### src/rtl/mips_cpu_tb_pkg.sv
// mips_cpu_tb_pkg: run-controller FSM states and the shared CPU data word.
package mips_cpu_tb_pkg;
    typedef enum logic [2:0] {S_IDLE, S_RST, S_ARM, S_RUN, S_DONE, S_TOUT} state_t;
    typedef logic [31:0] word_t;
endpackage

### src/rtl/mips_cpu_trace_buf.sv
// mips_cpu_trace_buf: circular buffer of the last DEPTH v0 samples, read oldest-first.
module mips_cpu_trace_buf
    import mips_cpu_tb_pkg::*;
#(
    parameter int DEPTH = 8,
    localparam int AW = $clog2(DEPTH)
) (
    input  logic          clk,
    input  logic          reset,
    input  logic          clear,
    input  logic          wr_en,
    input  word_t         wr_data,
    input  logic [AW-1:0] rd_idx,
    output word_t         rd_data,
    output logic [AW:0]   count
);
    localparam logic [AW:0] FULL = (AW + 1)'(DEPTH);
    word_t mem [DEPTH];
    logic [AW-1:0] wp, rd_addr;
    // oldest entry sits count slots behind the write pointer; a full buffer wraps onto wp
    assign rd_addr = wp - AW'(count) + rd_idx;
    assign rd_data = ({1'b0, rd_idx} < count) ? mem[rd_addr] : '0;
    always_ff @(posedge clk) begin
        if (reset || clear) begin
            wp    <= '0;
            count <= '0;
        end else if (wr_en) begin
            wp <= wp + 1'b1;
            if (count != FULL) count <= count + 1'b1;
        end
    end
    always_ff @(posedge clk) begin
        if (wr_en) mem[wp] <= wr_data;
    end
endmodule

### src/rtl/mips_cpu_run_controller.sv
// mips_cpu_run_controller: resets, arms and runs lockstep CPUs, capturing per-channel v0 results.
module mips_cpu_run_controller
    import mips_cpu_tb_pkg::*;
#(
    parameter int CHANNELS       = 1,
    parameter int TIMEOUT_CYCLES = 100,
    parameter int RESET_CYCLES   = 1,
    parameter int TRACE_DEPTH    = 8,
    parameter int CYC_W          = 16,
    localparam int SEL_W = CHANNELS > 1 ? $clog2(CHANNELS) : 1,
    localparam int TW    = $clog2(TRACE_DEPTH)
) (
    input  logic                      clk,
    input  logic                      reset,
    input  logic                      start,
    input  logic [SEL_W-1:0]          trace_sel,
    output logic                      cpu_reset,
    output logic [CHANNELS-1:0]       cpu_clk_enable,
    input  logic [CHANNELS-1:0]       cpu_active,
    input  logic [32*CHANNELS-1:0]    cpu_register_v0,
    output logic                      busy,
    output logic                      done,
    output logic                      timeout,
    output logic [CYC_W-1:0]          cycle_count,
    output logic [CHANNELS-1:0]       start_err,
    output logic [32*CHANNELS-1:0]    result_v0,
    output logic [CYC_W*CHANNELS-1:0] finish_cycle,
    output logic [CHANNELS-1:0]       chan_done,
    input  logic [TW-1:0]             trace_rd_idx,
    output word_t                     trace_data,
    output logic [TW:0]               trace_count
);
    localparam int RC_W = $clog2(RESET_CYCLES + 1);
    localparam logic [RC_W-1:0]  RC_LAST  = RC_W'(RESET_CYCLES - 1);
    localparam logic [CYC_W-1:0] CYC_LAST = CYC_W'(TIMEOUT_CYCLES - 1);

    state_t              state;
    logic [RC_W-1:0]     rst_cnt;
    logic [SEL_W-1:0]    sel_q;
    logic [CHANNELS-1:0] prev_active, fin;
    logic                go, all_done;
    word_t               sel_v0;

    assign go        = start && (state == S_IDLE || state == S_DONE || state == S_TOUT);
    assign busy      = state inside {S_RST, S_ARM, S_RUN};
    assign cpu_reset = state == S_IDLE || state == S_RST;
    assign cpu_clk_enable = busy ? ~chan_done : '0;
    assign fin       = (state == S_RUN) ? prev_active & ~cpu_active & ~chan_done : '0;
    assign all_done  = &(chan_done | fin);
    assign sel_v0    = (int'(sel_q) < CHANNELS) ? cpu_register_v0[sel_q*32 +: 32] : '0;

    always_ff @(posedge clk) begin
        if (reset) begin
            state        <= S_IDLE;
            rst_cnt      <= '0;
            sel_q        <= '0;
            prev_active  <= '0;
            done         <= 1'b0;
            timeout      <= 1'b0;
            cycle_count  <= '0;
            start_err    <= '0;
            result_v0    <= '0;
            finish_cycle <= '0;
            chan_done    <= '0;
        end else begin
            prev_active <= cpu_active;
            if (go) begin
                state        <= S_RST;
                rst_cnt      <= '0;
                sel_q        <= trace_sel;
                done         <= 1'b0;
                timeout      <= 1'b0;
                cycle_count  <= '0;
                start_err    <= '0;
                result_v0    <= '0;
                finish_cycle <= '0;
                chan_done    <= '0;
            end else begin
                case (state)
                    S_RST: begin
                        rst_cnt <= rst_cnt + 1'b1;
                        if (rst_cnt == RC_LAST) state <= S_ARM;
                    end
                    S_ARM: begin
                        start_err <= ~cpu_active;
                        chan_done <= ~cpu_active;
                        state     <= S_RUN;
                    end
                    S_RUN: begin
                        if (cycle_count != '1) cycle_count <= cycle_count + 1'b1;
                        for (int i = 0; i < CHANNELS; i++) begin
                            if (fin[i]) begin
                                chan_done[i]                    <= 1'b1;
                                result_v0[i*32 +: 32]           <= cpu_register_v0[i*32 +: 32];
                                finish_cycle[i*CYC_W +: CYC_W]  <= cycle_count;
                            end
                        end
                        // a finish landing on the last allowed cycle wins over timeout
                        if (all_done) begin
                            state <= S_DONE;
                            done  <= 1'b1;
                        end else if (cycle_count == CYC_LAST) begin
                            state   <= S_TOUT;
                            timeout <= 1'b1;
                        end
                    end
                    default: ;
                endcase
            end
        end
    end

    mips_cpu_trace_buf #(.DEPTH(TRACE_DEPTH)) u_trace (
        .clk     (clk),
        .reset   (reset),
        .clear   (go),
        .wr_en   (state == S_RUN),
        .wr_data (sel_v0),
        .rd_idx  (trace_rd_idx),
        .rd_data (trace_data),
        .count   (trace_count)
    );
endmodule

### config.mk
export PLATFORM = sky130hd
export DESIGN_NAME = mips_cpu_run_controller
export DESIGN_NICKNAME = d
export VERILOG_FILES = /design/src/rtl/mips_cpu_tb_pkg.sv /design/src/rtl/mips_cpu_trace_buf.sv /design/src/rtl/mips_cpu_run_controller.sv
export SDC_FILE = /design/constraint.sdc
export NUM_CORES = 1
export LEC_CHECK = 0
export ABC_CLOCK_PERIOD_IN_PS = 6000
export CAP_MARGIN = 20
export CELL_PAD_IN_SITES_DETAIL_PLACEMENT = 1
export CELL_PAD_IN_SITES_GLOBAL_PLACEMENT = 1
export CORE_ASPECT_RATIO = 0.8
export CORE_MARGIN = 2
export CORE_UTILIZATION = 47
export DETAILED_ROUTE_END_ITERATION = 16
export GPL_ROUTABILITY_DRIVEN = 1
export HOLD_SLACK_MARGIN = 0.08
export PLACE_DENSITY_LB_ADDON = 0.25
export SLEW_MARGIN = 20
export SYNTH_ARGS = -nofsm -noshare
export SYNTH_HDL_FRONTEND = slang
export SYNTH_SLANG_ARGS = --single-unit
### constraint.sdc
create_clock -name clk -period 6 [get_ports clk]
set_input_delay 1.5 -clock clk [delete_from_list [all_inputs] [get_ports clk]]
set_output_delay 1.5 -clock clk [all_outputs]
set_load 0.03 [all_outputs]
==> results.cfg <==
[outcome]
status = complete, no violations

[worst_setup_path]
slowest_delay_ns = 0.94
cp.required_ns = 4.50
path_cells = dlygate4sd2_1 > inv_1 > fa_1 > fa_4 > buf_12 > buf_6 > mux4_2 > mux2i_1 > a21oi_2 > buf_12
path_delay_family = adder cells
cpMaxStageDelayCell = fa_4
critPathKind = primary input to primary output
cp-end-kind = primary output
critical_path_arrival_ns = 4.31
reg2regPathDepth = 5
critPathLaunchType = primary input
crit_top_cell = buf_12
cp_max_fo = 8
cp_num_buf_inv = 5
crit_cells = 10

[global_route]
grt_pass1_vias = 8715
grt_max_degree = 47
antenna_found_initial = 0
grt_pass1_wl_mm = 51.9
grt.overflow.total = 0
grt_util_all_layers_pct = 23.1

[floorplanning]
ios = 147
start_util_pct = 47.6
die_w_um = 193
num_rows = 55
coreArea_mm2 = 0.0281
die_h_um = 155
die_area_mm2 = 0.0299

[final_layout]
diodes = 0
syn2layout_area_growth_pct = 25.9
drive_gt1_share_pct = 18.2
seq_area_mm2 = 0.00931
fillers = 2649
fin_nets = 1084
multi_input_area_mm2 = 0.00392

[cts]
hold_buffers = 0
numCtsBuffers = 37
clk_latency_ns = 0.52
cts_root_buf = clkbuf_16
clkTransAtPathRegs_ns = 0.06
clkSinkCount = 337
htreeDepth = 2
cts_tree = built
clk_path_buf_depth = 3

[logic_synthesis]
syn_avg_cell_area_um2 = 15.3
yosysTopAreaCellShare_pct = 57.4
ys_seq_area_share_pct = 69.5
synthTopCellsByArea = edfxtp_1, dfxtp_1, mux4_2
synth_top_flop_cell = edfxtp_1
synth_compound_area_share_pct = 5.45
syn_nets = 926
muxShareOfSynthArea_pct = 13.2
ys_warn_count = 0
synth_xor_area_share_pct = 0.458
synth_async_sr_flop_share_pct = 0
yosys.area_share.simple_pct = 8.35
yosysMostFrequentCell = edfxtp_1
ys_top_cells_by_count = edfxtp_1, nand2_1, a21oi_1
synthesis.area_mm2 = 0.0134
synth_fa_ha_area_share_pct = 1.05
syn_inst = 876
synth_top_family_by_area = multiplexers
ys_seq_elements = 337
synth_top_cell_by_area = edfxtp_1
synth.distinct_cells = 44
synth_edf_count = 256

[sta]
setup_viol = 0
hold_viol = 0
slew-limit-headroom_pct = 35.9
rsz0062_at_grt = false
worstMarginPinSlew_ns = 0.961
fin_crit_sh_pct = 96.8
post-route-min-period_ns = 5.81
maxSlewViolCount = 0
skew_ns = 0.0120
fmax_ghz = 0.172
hold_ws_ns = 0.456
fin_ws_ns = 0.190

[power]
p_per_area_mw_per_mm2 = 346
power_leakage_uw = 0.00553
peakVddDrop_mv = 0.195
power.total_uw = 5830

[worst_hold_path]
hold_depth = 2
hold_path.class = register to register

[placed_design]
port_buffers = 146
gp_congestion = 0.748
post-place-ws_ns = -0.0545
dp_hpwl_mm = 20.4

[drt]
drc = 0
dr.pass1.iters = 4
via_per_inst = 5.71
drt_wl_total_mm = 34.0
drt-initial-drc-count = 537
routedWlPerCell_um = 23.7
final_antenna_net_count = 0
vias = 8182

[flow_run]
cap_viol_max_count = 0
-- state kept, by name, summed over array words and instances (netlist names) --
register / cells
chan_done: 1
u_trace.wp: 3
result_v0: 32
u_trace.count: 4
state: 3
done: 1
finish_cycle: 16
timeout: 1
rst_cnt: 1
prev_active: 1
start_err: 1
u_trace.mem: 256
cycle_count: 16
sel_q: 1
-- path summary, 6_finish.rpt --
kind | startpoint | slack, ns | endpoint
setup / recovery | trace_rd_idx[1] | 0.19 | trace_data[2]
hold / removal | result_v0[5]$_SDFFE_PP0P_ | 0.46 | result_v0[5]$_SDFFE_PP0P_
setup reg to reg | state[1]$_SDFFE_PP0P_ | 3.26 | result_v0[28]$_SDFFE_PP0P_
hold reg to reg | result_v0[5]$_SDFFE_PP0P_ | 0.46 | result_v0[5]$_SDFFE_PP0P_
-- timing repair --
item / CTS / global route
resized for setup: 6 / 0
endpoints found under the setup margin: 7 / 0
setup buffers: 2 / 0
hold endpoints to repair: 0 / 0
-- cells in the final DEF (no fill, tap or decap), types with 12 or more instances in the layout --
cell type        instances
nand2_1                119
clkbuf_16               39
buf_12                  25
clkdlybuf4s50_1        113
nor2b_1                 35
dfxtp_1                 81
mux2i_1                 32
mux4_2                  64
edfxtp_1               256
buf_4                   31
nor2_1                  12
a21oi_1                 96
-- metal layers --
layer | GRT usage, % | share of wire [%] | up-vias | wire length, um
met5 | 0 | 0 | - | 0
met4 | 5.13 | 1.3 | 0 | 456
met3 | 4.38 | 4.7 | 37 | 1600
met2 | 38.5 | 49 | 207 | 16800
met1 | 31.7 | 44 | 4271 | 15100
li1 | - | - | 3667 | -
-- power breakdown --
group | internal [uW] | total [uW] | switching (uW)
Clock | 1290 | 2190 | 893
Combinational | 477 | 1030 | 552
Sequential | 2580 | 2620 | 32.4
Total | 4350 | 5830 | 1480
-- metrics by stage --
step	setup TNS, ns	area, um^2	util, %	instances
detailed placement	-0.109	15600	55.4	1362
finish	0	16900	59.9	1432
floorplan	0	13400	-	876
global route	0	16900	59.9	1432
CTS	0	16800	59.8	1432
global placement	-0.0407	15600	55.4	1362
-- worst register-to-register path: cells and delay by family (launching register included) --
| family | cells | cell delay, ns |
|---|---|---|
| AOI/OAI and AO/OA | 1 | 0.08 |
| buffers and inverters | 1 | 0.54 |
| DFF | 1 | 0.54 |
| and+or+nand+nor | 3 | 1.43 |
-- final cells by class --
class                      instances  share of cell area [%]
clock inverter                    15                   0.586
clock buffer                      52                    6.38
sequential                       337                    55.2
inverter                          12                   0.267
multi-input combinational        473                    23.3
timing repair buffer             173                    11.5
tap                              370                    2.75
-- logic make-up (layout without fill, tap and decap cells) --
| family | Yosys count | after routing |
|---|---|---|
| flops | 337 | 337 |
| simple gates | 229 | 229 |
| compound gates | 130 | 130 |
| mux | 97 | 97 |
| buf+inv | 66 | 252 |
| fa+ha+maj | 10 | 10 |
| xor+xnor | 7 | 7 |
Note: power is estimated with default switching activity, not from simulation.
